### config.mk
export PLATFORM = sky130hd
export DESIGN_NAME = dcache_s2
export DESIGN_NICKNAME = d
export VERILOG_FILES = /design/src/rtl/dcache_s2.sv
export SDC_FILE = /design/constraint.sdc
export NUM_CORES = 1
export LEC_CHECK = 0
export ABC_AREA = 1
export BUFFER_PORTS_ARGS = -buffer_cell sky130_fd_sc_hd__clkbuf_2
export CAP_MARGIN = 20
export CORE_AREA = 10 10 242 244
export DETAILED_ROUTE_END_ITERATION = 8
export DIE_AREA = 0 0 252 254
export GPL_TIMING_DRIVEN = 0
export PLACE_DENSITY = 0.35
export SETUP_SLACK_MARGIN = 0.05
export SLEW_MARGIN = 30
export SYNTH_ARGS = -nofsm -noshare
export SYNTH_HDL_FRONTEND = slang
export SYNTH_SLANG_ARGS = --single-unit
### constraint.sdc
create_clock -name clk -period 2.29 [get_ports clk]
set_clock_uncertainty 0.05 [all_clocks]
set_input_delay 0.3435 -clock clk [delete_from_list [all_inputs] [get_ports clk]]
set_output_delay 0.3435 -clock clk [all_outputs]
set_load 0.03 [all_outputs]
### src/rtl/dcache_s2.sv
// dcache_s2 -- second stage of the 2-way, 64-set, 32-byte-line data cache.
//
// Compares the tags and valid bits registered by stage 1 against the
// physical address, returns load data on a hit with no added latency, and
// runs the miss / uncached / write-through state machine towards the AXI
// bridge. Cached stores are write-through and no-write-allocate; a store
// that hits also patches one word of the hit way through hit_wen_o.
//
// Ports:
//   clk, rst_n                  clock, synchronous active-low reset
//   s2_vaddr_i, s2_paddr_i      registered virtual / physical address
//   tagv_w0_i, tagv_w1_i        way tags;  valid0_i, valid1_i way valid bits
//   cache_rreq_i, cache_wreq_i,
//   uc_rreq_i, uc_wreq_i        request class (one-hot or idle)
//   data_way0_i, data_way1_i    selected bank word of each way
//   bus_wen_i, bus_wdata_i      store byte enables and data
//   rend_i, rdata_i             AXI read done + line / word data
//   wend_i                      AXI write done
//   rd_req_o, rd_line_o,
//   rd_addr_o                   read request towards the bridge
//   wr_req_o, wr_addr_o,
//   wr_data_o, wr_strb_o        write request towards the bridge
//   hit1_o, hit2_o              way0 / way1 hit (way0 wins when both hit)
//   s2rreq_o, s2wreq_o          cached read / write present
//   status_o                    current FSM state
//   hit_wen_o, hit_way_o,
//   hit_wdata_o                 write-hit word update for stage 1
//   dcache_stall_o              stall to stage 1 and the pipeline
//   rdata_o, rdata_valid_o      load data and its valid strobe

module dcache_s2 #(
  parameter int TAG_W  = 21,
  parameter int LINE_W = 256,
  parameter int ST_W   = 2
) (
  input  logic              clk,
  input  logic              rst_n,
  input  logic [31:0]       s2_vaddr_i,
  input  logic [31:0]       s2_paddr_i,
  input  logic [TAG_W-1:0]  tagv_w0_i,
  input  logic [TAG_W-1:0]  tagv_w1_i,
  input  logic              valid0_i,
  input  logic              valid1_i,
  input  logic              cache_rreq_i,
  input  logic              cache_wreq_i,
  input  logic              uc_rreq_i,
  input  logic              uc_wreq_i,
  input  logic [31:0]       data_way0_i,
  input  logic [31:0]       data_way1_i,
  input  logic [3:0]        bus_wen_i,
  input  logic [31:0]       bus_wdata_i,
  input  logic              rend_i,
  input  logic [LINE_W-1:0] rdata_i,
  input  logic              wend_i,
  output logic              rd_req_o,
  output logic              rd_line_o,
  output logic [31:0]       rd_addr_o,
  output logic              wr_req_o,
  output logic [31:0]       wr_addr_o,
  output logic [31:0]       wr_data_o,
  output logic [3:0]        wr_strb_o,
  output logic              hit1_o,
  output logic              hit2_o,
  output logic              s2rreq_o,
  output logic              s2wreq_o,
  output logic [ST_W-1:0]   status_o,
  output logic              hit_wen_o,
  output logic              hit_way_o,
  output logic [31:0]       hit_wdata_o,
  output logic              dcache_stall_o,
  output logic [31:0]       rdata_o,
  output logic              rdata_valid_o
);

  typedef enum logic [ST_W-1:0] {
    IDLE    = 2'd0,
    CA_READ = 2'd1,
    UC_READ = 2'd2,
    WRITE   = 2'd3
  } state_t;

  state_t state, state_nxt;

  // ---------------------------------------------------------------------------
  // Tag compare
  // ---------------------------------------------------------------------------
  logic        hit_w0, hit_w1, cache_req, cache_hit;
  logic [31:0] hit_word;
  logic [2:0]  word_sel;
  logic [31:0] line_word;

  assign hit_w0    = valid0_i & (tagv_w0_i == s2_paddr_i[31:11]);
  assign hit_w1    = valid1_i & (tagv_w1_i == s2_paddr_i[31:11]);
  assign cache_req = cache_rreq_i | cache_wreq_i;
  assign cache_hit = hit_w0 | hit_w1;

  assign hit1_o   = hit_w0 & cache_req;
  assign hit2_o   = hit_w1 & ~hit_w0 & cache_req;
  assign s2rreq_o = cache_rreq_i;
  assign s2wreq_o = cache_wreq_i;

  // Way 0 has priority when both ways hit.
  assign hit_word  = hit_w0 ? data_way0_i : data_way1_i;
  assign word_sel  = s2_paddr_i[4:2];
  assign line_word = rdata_i[{word_sel, 5'd0} +: 32];

  // Byte-merge the store into the hit word; only consumed when hit_wen_o=1.
  always_comb begin
    for (int k = 0; k < 4; k++) begin
      hit_wdata_o[8*k +: 8] = bus_wen_i[k] ? bus_wdata_i[8*k +: 8]
                                           : hit_word[8*k +: 8];
    end
  end
  assign hit_way_o = ~hit_w0;

  // The virtual address only indexed the RAMs in stage 1; the two paddr
  // low bits are meaningful only for the uncached read address.
  logic unused_vaddr;
  assign unused_vaddr = ^s2_vaddr_i;

  // ---------------------------------------------------------------------------
  // State register -- the only storage in this stage. Address and data are
  // held by stage 1 for as long as dcache_stall_o is high.
  // ---------------------------------------------------------------------------
  // NOTE: sequential state uses non-blocking assignment so every flop samples
  // pre-edge values regardless of process evaluation order.
  always_ff @(posedge clk) begin
    if (!rst_n) state <= IDLE;
    else        state <= state_nxt;
  end

  // ---------------------------------------------------------------------------
  // Next state and outputs
  // ---------------------------------------------------------------------------
  logic done;

  // NOTE: every output of this block gets a default first, so no path through
  // the case statement can leave one unassigned and infer a latch.
  always_comb begin
    state_nxt      = state;
    done           = 1'b0;
    rd_req_o       = 1'b0;
    rd_line_o      = 1'b0;
    rd_addr_o      = 32'd0;
    wr_req_o       = 1'b0;
    wr_addr_o      = 32'd0;
    wr_data_o      = 32'd0;
    wr_strb_o      = 4'd0;
    hit_wen_o      = 1'b0;
    dcache_stall_o = 1'b0;
    rdata_o        = 32'd0;
    rdata_valid_o  = 1'b0;

    unique case (state)
      IDLE: begin
        if (cache_rreq_i && cache_hit) begin
          rdata_o       = hit_word;
          rdata_valid_o = 1'b1;
        end else if (cache_rreq_i) begin
          dcache_stall_o = 1'b1;
          state_nxt      = CA_READ;
        end else if (uc_rreq_i) begin
          dcache_stall_o = 1'b1;
          state_nxt      = UC_READ;
        end else if (cache_wreq_i || uc_wreq_i) begin
          dcache_stall_o = 1'b1;
          hit_wen_o      = cache_wreq_i & cache_hit;
          state_nxt      = WRITE;
        end
      end

      CA_READ: begin
        done      = rend_i;
        rd_req_o  = 1'b1;
        rd_line_o = 1'b1;
        rd_addr_o = {s2_paddr_i[31:5], 5'd0};
        if (rend_i) begin
          rdata_o       = line_word;
          rdata_valid_o = 1'b1;
          state_nxt     = IDLE;
        end
      end

      UC_READ: begin
        done      = rend_i;
        rd_req_o  = 1'b1;
        rd_addr_o = s2_paddr_i;
        if (rend_i) begin
          rdata_o       = rdata_i[31:0];
          rdata_valid_o = 1'b1;
          state_nxt     = IDLE;
        end
      end

      WRITE: begin
        done      = wend_i;
        wr_req_o  = 1'b1;
        wr_addr_o = {s2_paddr_i[31:2], 2'b00};
        wr_data_o = bus_wdata_i;
        wr_strb_o = bus_wen_i;
        if (wend_i) state_nxt = IDLE;
      end

      default: state_nxt = IDLE;
    endcase

    if (state != IDLE) dcache_stall_o = ~done;

    // While reset is asserted the bridge and stage 1 must see no activity,
    // even in the cycle before the state register has returned to IDLE.
    if (!rst_n) begin
      rd_req_o       = 1'b0;
      wr_req_o       = 1'b0;
      hit_wen_o      = 1'b0;
      dcache_stall_o = 1'b0;
      rdata_valid_o  = 1'b0;
    end
  end

  assign status_o = state;

endmodule
==> results.sh, run 1 <==
export IMPL_outcome="finished, violations left"
export IMPL_violations="negative setup slack"
export IMPL_yosysWarnings=0
export IMPL_syn_cell_area_mm2=0.006028
export IMPL_postRouteAntennaNets=0
export IMPL_first_pass_iters=6
export IMPL_clockBufferDepth=2
export IMPL_required_ps=1900
export IMPL_power_mw=5.613
export IMPL_clock_latency_ps=220
export IMPL_tightest_slew_ps=806.1
export IMPL_grt_pass1_vias=11560
export IMPL_io_pins=649
export IMPL_track_usage=0.1754
export IMPL_tritoncts="built"
export IMPL_layout_cells_non_filler=2662
export IMPL_drive_gt1_frac=0.5168
export IMPL_dp_hpwl_um=53120
export IMPL_place_congestion=0.9255
export IMPL_routed_via_count=11220
export IMPL_p_clk_frac=0.046
export IMPL_cp_end_kind="primary output"
export IMPL_dieWidth_um=252
export IMPL_clock_sinks=2
export IMPL_hold_buffers=0
export IMPL_p_sw_frac=0.6226
export IMPL_die_h_um=254
export IMPL_hp_class="in -> reg"
export IMPL_ys_seq_elements=2
export IMPL_hold_start="rst_n"
export IMPL_crit_arrival_ps=2130
export IMPL_syn_avg_cell_area_um2=4.570
export IMPL_rrSetupSlack_ps=660
export IMPL_p_seq_frac=0.017
export IMPL_die_area_mm2=0.06401
export IMPL_p_switching_mw=3.495
export IMPL_finalMaxSlewViolations=0
export IMPL_io_buffers=607
export IMPL_final_setup_tns_ps=-7451
export IMPL_grt_overflow=0
export IMPL_numCtsBuffers=3
export IMPL_coreArea_mm2=0.05360
export IMPL_start_kind="primary input"
export IMPL_worst_slack_ps=-232.5
export IMPL_ys_seq_area_frac=0.006642
export IMPL_worstReg2RegEnd="status_o[0]"
export IMPL_rsz0062_at_grt="true"
export IMPL_r2r_start="status_o[1]"
export IMPL_n_fill_cell=6320
export IMPL_p_leak_nw=7.175
export IMPL_initial_core_util=0.1125
export IMPL_htreeDepth=1
export IMPL_holdPathStages=3
export IMPL_ys_types=33
export IMPL_grt_max_degree=11
export IMPL_setup_viol=62
export IMPL_final_common_cell="clkbuf_2"
export IMPL_pwr_share_comb=0.937
export IMPL_max_slew_margin=0.4626
export IMPL_antenna_found_initial=6
export IMPL_max_freq_mhz=396.4
export IMPL_clkTransAtPathRegs_ps=30
export IMPL_drt_initial_drc_count=655
export IMPL_rr_worst_depth=8
export IMPL_multiInputGateArea_mm2=0.005833
export IMPL_ir_drop_v=0.0002276
export IMPL_finalHoldViolCount=0
export IMPL_cap_violations=0
export IMPL_worst_hold_path_endpoint="status_o[1]"
export IMPL_viasPerCell=4.215
export IMPL_syn_to_final_growth_pct=110.5
export IMPL_wl_per_cell_um=22.91
export IMPL_utilization=0.2367
export IMPL_fin_crit_sh=1.102
export IMPL_largest_reg_flops=2
export IMPL_grt_pass1_wl_um=82620
export IMPL_syn_inst=1319
export IMPL_drc=0
export IMPL_cp_max_fo=10
export IMPL_async_reset_ff_frac=0
export IMPL_nets=2439
export IMPL_critical_path_class="in -> out"
export IMPL_regArea_um2=45.04
export IMPL_p_per_area_mw_per_mm2=442.4
export IMPL_dp_cells=2624
export IMPL_row_count=85
export IMPL_routed_wl_um=60980
export IMPL_internal_power_mw=2.119
export IMPL_synth_flop_cell="dfxtp_1"
export IMPL_cts_root_buf="clkbuf_16"
export IMPL_post_route_min_period_ps=2522
export IMPL_synth_edf_count=0
export IMPL_final_cell_mix="clkbuf_2 (520), nand2_1 (283), nor2_1 (220), inv_1 (174), o21ai_0 (130)"
[power groups by stage]
stage | clock (mW) | sequential [mW] | combinational, mW
finish | 0.261 | 0.0936 | 5.26
global route | 0.267 | 0.0962 | 5.63
CTS | 0.265 | 0.0832 | 5.07
detailed placement | 0 | 0.0801 | 4.50
global placement | 0 | 0.0794 | 4.50
floorplan | 0 | 0.102 | 2.51
[what timing repair did]
action | CTS | global route
setup endpoints to repair | 165 | 101
setup buffers | 13 | 11
gates cloned | 1 | 6
pin swaps | 32 | 108
gates resized for setup | 315 | 361
[worst max path at each step]
stage | startpoint | end | slack, ps | depth (start not counted)
after floorplan | status_o[1] | rdata_o[10] | 80 | 8
after detailed placement | status_o[0] | rdata_o[27] | -1190 | 9
final | s2_paddr_i[2] | rdata_o[23] | -230 | 8
after CTS | s2_paddr_i[23] | rdata_o[26] | -250 | 14
after global routing | s2_paddr_i[18] | rdata_o[9] | -290 | 14
after global placement | status_o[0] | rdata_o[27] | -1200 | 9
[cell type report]
| class | count | share of cell area |
|---|---|---|
| Inverter | 208 | 0.06548 |
| Tap cell | 696 | 0.06864 |
| Timing Repair Buffer | 639 | 0.3344 |
| Antenna cell | 6 | 0.001183 |
| Clock buffer | 3 | 0.005917 |
| Multi-Input combinational cell | 1016 | 0.4598 |
| Buffer | 92 | 0.06105 |
| Sequential cell | 2 | 0.003550 |
[cells in the mapped netlist (10+ instances only)]
master	n	share of area
a21oi_2	10	0.015
a21oi_1	50	0.042
o211ai_1	32	0.040
nor2_2	10	0.010
nand2_2	11	0.011
o221ai_1	31	0.045
buf_2	16	0.013
inv_2	21	0.013
inv_1	187	0.12
o21ai_0	132	0.11
nor2_1	248	0.15
nand2_1	400	0.25
o21ai_2	31	0.045
clkbuf_1	52	0.032
buf_1	10	0.0062
nand3_1	38	0.032
[worst max-delay path, cell delays in order]
cell      delay, ps
clkbuf_1        460
o21ai_0         290
o221ai_1        380
nand3_1         120
nand2_1          80
nand2_1         120
a21oi_2         170
clkbuf_8        170
[per-layer routing]
metal / track usage / vias to the layer above / routed length (um)
li1: - / 5420 / -
met1: 0.2064 / 5257 / 24500
met2: 0.3255 / 501 / 31470
met4: 0.03012 / 0 / 831
met3: 0.03351 / 41 / 4174
met5: 0 / - / 0
[logic make-up (layout without fill, tap and decap cells)]
family                   count (synthesis)  in the layout  synth area share
AND/OR/NAND/NOR                        716            716            0.4718
other                                    1              8         0.0006221
flip-flops                               2              2          0.006642
XOR/XNOR                                 2              2          0.002906
buffers and inverters                  302            942            0.2057
adder cells (fa/ha/maj)                  5              5           0.01038
AO/OA/AOI/OAI                          291            291            0.3020
[through the flow]
| step | hold WS, ps | instance area [um2] | setup WS, ps |
|---|---|---|---|
| global placement | 485.4 | 10070 | -1204 |
| detailed placement | 493.1 | 10090 | -1188 |
| CTS | 408.0 | 11500 | -251.3 |
| finish | 409.5 | 12690 | -232.5 |
| global route | 421.2 | 12690 | -293.2 |
| floorplan | 406.8 | 6163 | 75.47 |
Power figures use the tool's default switching activity.
==> run 2: changes to the inputs <==
--- a/config.mk
+++ b/config.mk
@@ -12,7 +12,6 @@
 export DETAILED_ROUTE_END_ITERATION = 8
 export DIE_AREA = 0 0 252 254
 export GPL_TIMING_DRIVEN = 0
-export PLACE_DENSITY = 0.35
 export SETUP_SLACK_MARGIN = 0.05
 export SLEW_MARGIN = 30
 export SYNTH_ARGS = -nofsm -noshare
==> run 2 against run 1 <==
  * The flow still finishes with violations (negative setup slack)
  * Count of clock-buffer cells in the layout unchanged
  * First-iteration DRC count increased by 22%
  * Setup slack improved by 73 ps
  * Final area decreased by 0.15%
  * Global-route usage decreased by 0.59 points
  * Fmax increased by 3.0%
  * Sequential share of layout area about the same
  * Largest cell class unchanged
==> results.sh, run 2 (synthesis gave the netlist of run 1 again) <==
export IMPL_rr_worst_depth=8
export IMPL_violations="negative setup slack"
export IMPL_final_common_cell="clkbuf_2"
export IMPL_drt_initial_drc_count=798
export IMPL_crit_cells=11
export IMPL_p_leak_nw=7.184
export IMPL_dp_hpwl_um=51110
export IMPL_crit_arrival_ps=2060
export IMPL_syn_to_final_growth_pct=110.1
export IMPL_final_cell_mix="clkbuf_2 (513), nand2_1 (276), nor2_1 (215), inv_1 (176), o21ai_0 (127)"
export IMPL_nets=2436
export IMPL_max_freq_mhz=408.2
export IMPL_place_congestion=0.9693
export IMPL_post_route_min_period_ps=2450
export IMPL_outcome="finished, violations left"
export IMPL_io_buffers=607
export IMPL_largest_reg_flops=2
export IMPL_clkTransAtPathRegs_ps=30
export IMPL_hold_buffers=0
export IMPL_path_cells="buf_4, buf_6, buf_2, nor2_2, o21ai_0, o211ai_1, nand3_1, nand2_1, nand2_1, a21oi_2, clkbuf_8"
export IMPL_crit_path_max_incr_delay_ps=290
export IMPL_cp_max_fo=10
export IMPL_crit_top_cell="nand2_1"
export IMPL_setup_viol=63
export IMPL_hp_class="in -> reg"
export IMPL_clockBufferDepth=2
export IMPL_cp_top_family="buffers and inverters"
export IMPL_cp_endpoint="rdata_o[20]"
export IMPL_worstReg2RegEnd="status_o[1]"
export IMPL_row_count=85
export IMPL_worst_slack_ps=-159.5
export IMPL_grt_overflow=0
export IMPL_die_area_mm2=0.06401
export IMPL_htreeDepth=1
export IMPL_finalHoldViolCount=0
export IMPL_clock_latency_ps=220
export IMPL_clock_sinks=2
export IMPL_cts_root_buf="clkbuf_16"
export IMPL_p_per_area_mw_per_mm2=451.1
export IMPL_worst_path_max_delay_cell="nor2_2"
export IMPL_r2r_start="status_o[0]"
export IMPL_routed_wl_um=59740
export IMPL_cp_end_kind="primary output"
export IMPL_n_fill_cell=6221
export IMPL_numCtsBuffers=3
export IMPL_initial_core_util=0.1125
export IMPL_cp_startpoint="s2_paddr_i[3]"
export IMPL_fin_crit_sh=1.070
export IMPL_io_pins=649
export IMPL_power_mw=5.714
export IMPL_routed_via_count=11340
export IMPL_path_buf_inv=4
export IMPL_postRouteAntennaNets=0
export IMPL_critical_path_class="in -> out"
export IMPL_hold_ws_ps=397.6
export IMPL_drc=0
export IMPL_tritoncts="built"
export IMPL_coreArea_mm2=0.05360
export IMPL_cap_violations=0
export IMPL_tightest_slew_ps=795.8
export IMPL_final_setup_tns_ps=-5126
export IMPL_dieWidth_um=252
export IMPL_required_ps=1900
export IMPL_rsz0062_at_grt="true"
export IMPL_max_slew_margin=0.4695
export IMPL_finalMaxSlewViolations=0
export IMPL_ir_drop_v=0.0002553
export IMPL_antenna_found_initial=5
export IMPL_rrSetupSlack_ps=690
export IMPL_utilization=0.2363
export IMPL_viasPerCell=4.267
export IMPL_drive_gt1_frac=0.5232
export IMPL_grt_pass1_vias=11580
export IMPL_grt_pass1_wl_um=79780
export IMPL_track_usage=0.1694
export IMPL_die_h_um=254
export IMPL_wl_per_cell_um=22.48
export IMPL_grt_max_degree=11
export IMPL_start_kind="primary input"
export IMPL_first_pass_iters=5
## run 2: report_power, final
| part | switching, mW | internal, mW | leakage, nW |
|---|---|---|---|
| Clock | 0.0436 | 0.222 | 0.0370 |
| Combinational | 3.46 | 1.90 | 7.13 |
| Sequential | 0.0307 | 0.0579 | 0.0175 |
| Total | 3.54 | 2.18 | 7.18 |
## run 2: how the worst min path moves through the flow
stage | start | to | slack (ps) | cells after the start
2_1_floorplan | rst_n | status_o[0] | 410 | 2
3_3_place_gp | status_o[1] | status_o[1] | 480 | 2
3_5_place_dp | status_o[1] | status_o[1] | 470 | 2
4_1_cts | rst_n | status_o[0] | 390 | 3
5_1_grt | rst_n | status_o[0] | 410 | 3
6_report | rst_n | status_o[0] | 400 | 3
## run 2: layout make-up
type                       instances  area, um2  area share
multi-input combinational       1016       5827      0.4600
timing repair buffer             635       4151      0.3277
tap                              696      870.8     0.06874
inverter                         208      845.8     0.06677
buffer                            93      840.8     0.06637
clock buffer                       3      75.07    0.005926
sequential                         2      45.04    0.003556
antenna                            5      12.51   0.0009877
## run 2: metal layers
metal  track usage  vias up  share of wire
met4       0.06803        2          0.041
met1        0.2037     5193           0.40
met5             0        -        0.00017
met2        0.2878      613           0.48
li1              -     5406              -
met3       0.03729      128          0.082
## run 2: timing repair
| action | in CTS | in global routing |
|---|---|---|
| pin swaps | 60 | 96 |
| setup buffers | 15 | 10 |
| endpoints found under the hold margin | 0 | 0 |
| setup endpoints to repair | 164 | 154 |
| gates cloned | 3 | 3 |
| resized for setup | 430 | 249 |
## run 2: worst min-delay path: stages
cell,delay [ps]
clkbuf_2,160
nand2_1,100
nor2_1,30
## run 2: per-stage QoR
step	setup slack (ps)	instances	instance area (um2)
finish	-159.5	2658	12670
global route	-235.1	2656	12660
CTS	-226.0	2640	11930
detailed placement	-1153	2623	10070
global placement	-1154	2623	10070
floorplan	75.47	1320	6163
==> run 3: changes to the inputs <==
--- a/config.mk
+++ b/config.mk
@@ -8,10 +8,13 @@
 export ABC_AREA = 1
 export BUFFER_PORTS_ARGS = -buffer_cell sky130_fd_sc_hd__clkbuf_2
 export CAP_MARGIN = 20
-export CORE_AREA = 10 10 242 244
+export CELL_PAD_IN_SITES_DETAIL_PLACEMENT = 0
+export CELL_PAD_IN_SITES_GLOBAL_PLACEMENT = 1
+export CORE_AREA = 10 10 246 248
 export DETAILED_ROUTE_END_ITERATION = 8
-export DIE_AREA = 0 0 252 254
+export DIE_AREA = 0 0 256 258
 export GPL_TIMING_DRIVEN = 0
+export PLACE_DENSITY_LB_ADDON = 0.1
 export SETUP_SLACK_MARGIN = 0.05
 export SLEW_MARGIN = 30
 export SYNTH_ARGS = -nofsm -noshare
==> constraint.sdc (replaced) <==
create_clock -name clk -period 2.9 [get_ports clk]
set_clock_uncertainty 0.05 [all_clocks]
set_input_delay 0.435 -clock clk [delete_from_list [all_inputs] [get_ports clk]]
set_output_delay 0.435 -clock clk [all_outputs]
set_load 0.03 [all_outputs]
==> run 3 against run 2 <==
  * Final area shrank 16%
  * Sequential cell count unchanged
  * Core utilization fell by 4.5 points
  * Setup slack improved by 320 ps
  * Global-route usage up 0.27 points
  * First-iteration DRC count shrank 25%
  * Total power decreased by 32%
  * The run now ends clean
  * Critical path depth did not move
  * Sequential power shrank 34%
  * Combinational power shrank 33%
  * Register-to-register slack improved by 480 ps
  * Critical path type unchanged
==> results.sh, run 3 (synthesis gave the netlist of run 1 again) <==
export IMPL_io_buffers=607
export IMPL_use_met2=0.3213
export IMPL_drc=0
export IMPL_required_ps=2410
export IMPL_fin_crit_sh=0.9432
export IMPL_postRouteAntennaNets=0
export IMPL_antenna_found_initial=11
export IMPL_place_congestion=0.8372
export IMPL_cts_root_buf="clkbuf_16"
export IMPL_clock_sinks=2
export IMPL_hp_class="in -> reg"
export IMPL_p_switching_mw=2.574
export IMPL_first_pass_iters=5
export IMPL_grt_pass1_vias=11110
export IMPL_routed_wl_um=60700
export IMPL_coreArea_mm2=0.05573
export IMPL_htreeDepth=1
export IMPL_routed_via_count=10640
export IMPL_final_cell_mix="clkbuf_2 (596), nand2_1 (383), nor2_1 (244), inv_1 (186), o21ai_0 (132)"
export IMPL_track_usage=0.1722
export IMPL_crit_arrival_ps=2250
export IMPL_rsz0062_at_grt="true"
export IMPL_cp_endpoint="rdata_o[15]"
export IMPL_grtUsageMet1=0.2021
export IMPL_p_per_area_mw_per_mm2=362.7
export IMPL_path_cells="buf_2, inv_2, buf_4, buf_2, nor2_1, o221ai_1, nand3_1, nand2_1, nand2_1, a21oi_1, buf_4"
export IMPL_largest_reg_flops=2
export IMPL_outcome="finished, final reports clean"
export IMPL_nets=2420
export IMPL_numCtsBuffers=3
export IMPL_tritoncts="built"
export IMPL_crit_path_max_incr_delay_ps=340
export IMPL_finalMaxSlewViolations=0
export IMPL_dieWidth_um=256
export IMPL_internal_power_mw=1.294
export IMPL_post_route_min_period_ps=2735
export IMPL_clockBufferDepth=2
export IMPL_drt_initial_drc_count=600
export IMPL_initial_core_util=0.1082
export IMPL_critical_path_class="in -> out"
export IMPL_grt_pass1_wl_um=83920
export IMPL_crit_cells=11
export IMPL_syn_to_final_growth_pct=76.94
export IMPL_clock_latency_ps=220
export IMPL_utilization=0.1914
export IMPL_die_area_mm2=0.06605
export IMPL_p_clk_frac=0.053
export IMPL_rrSetupSlack_ps=1170
export IMPL_max_slew_margin=0.4793
export IMPL_tightest_slew_ps=781.1
export IMPL_start_kind="primary input"
export IMPL_cp_top_family="buffers and inverters"
export IMPL_r2r_start="status_o[0]"
export IMPL_max_freq_mhz=365.6
export IMPL_clkTransAtPathRegs_ps=30
export IMPL_grt_overflow=0
export IMPL_regArea_um2=40.04
export IMPL_n_fill_cell=6848
export IMPL_path_buf_inv=5
export IMPL_dp_hpwl_um=54660
export IMPL_p_leak_nw=6.471
export IMPL_final_common_cell="clkbuf_2"
export IMPL_worst_path_max_delay_cell="o221ai_1"
export IMPL_grt_max_degree=20
export IMPL_grt_busiest_layer="met2"
export IMPL_wl_per_cell_um=22.42
export IMPL_ir_drop_v=0.0002478
export IMPL_viasPerCell=3.930
export IMPL_row_count=87
export IMPL_grt_met3_usage=0.03813
export IMPL_rr_worst_depth=8
export IMPL_p_sw_frac=0.6654
export IMPL_hold_ws_ps=476.1
export IMPL_hold_buffers=0
export IMPL_die_h_um=258
export IMPL_cp_startpoint="s2_paddr_i[2]"
export IMPL_io_pins=649
export IMPL_cp_end_kind="primary output"
export IMPL_cp_max_fo=10
export IMPL_p_seq_frac=0.015
export IMPL_pwr_share_comb=0.931
export IMPL_multiInputGateArea_mm2=0.004996
export IMPL_cap_violations=0
export IMPL_worstReg2RegEnd="status_o[1]"
export IMPL_drive_gt1_frac=0.4183
export IMPL_setup_viol=0
export IMPL_finalHoldViolCount=0
## run 3: changes by cell type in the layout (fill, tap and decap cells not counted), moves of 28 or more
cell and delta:
nand2_1 +107, nor2_1 +29, nand2_4 -32, clkbuf_2 +83, a21oi_1 +28, nand2_2 -75, clkbuf_8 -36
## run 3: worst min-delay path by stage
stage / startpoint / endpoint / slack [ps] / depth (start not counted)
floorplan: rst_n / status_o[0] / 510 / 2
global placement: status_o[1] / status_o[1] / 540 / 2
detailed placement: status_o[0] / status_o[0] / 540 / 2
CTS: rst_n / status_o[0] / 480 / 3
global route: rst_n / status_o[0] / 510 / 3
finish: rst_n / status_o[0] / 480 / 3
## run 3: metal layers
metal	routed length [um]	part of all wire
met5	13	0.00021
met4	431	0.0071
met3	3924	0.065
met2	31480	0.52
met1	24850	0.41
## run 3: metrics by stage
stage               cells  worst slack, ps  setup TNS [ps]  area (um2)  total power [mW]
global route         2706            29.75               0       10660             4.207
detailed placement   2683           -644.1          -20260       10020             3.540
finish               2707            164.7               0       10670             3.868
floorplan            1320            232.3               0        6032             1.977
CTS                  2692            36.93               0       10330             3.891
global placement     2683            -1047          -30930       10020             3.553
## run 3: cell type report
cell class	count	area share
antenna	10	0.002346
buffer	93	0.05220
clock buffer	3	0.007038
inverter	208	0.07355
multi-input combinational	1016	0.4684
sequential	2	0.003754
tap	756	0.08868
timing repair buffer	619	0.3040
## run 3: worst reg2reg max path, stage by stage, from the launching register on
cell and delay, ps:
dfxtp_1 410, inv_1 110, ha_1 390, inv_1 80, o21ai_0 70, a21oi_1 290
nand3_1 110, nand2_1 70, nor2_1 40
## run 3: what timing repair did
action | in CTS | in global routing
pin swaps | 3 | 15
gates resized for setup | 63 | 134
endpoints found under the hold margin | 0 | 0
endpoints found under the setup margin | 117 | 53
setup buffers | 7 | 5
gates cloned | 0 | 0
## run 3: power by group through the flow
stage          sequential (mW)  clock (mW)  combinational, mW
5_1_grt                 0.0618       0.210               3.93
6_report                0.0585       0.207               3.60
3_3_place_gp            0.0611           0               3.49
2_1_floorplan           0.0775           0               1.90
4_1_cts                 0.0594       0.209               3.62
3_5_place_dp            0.0597           0               3.48
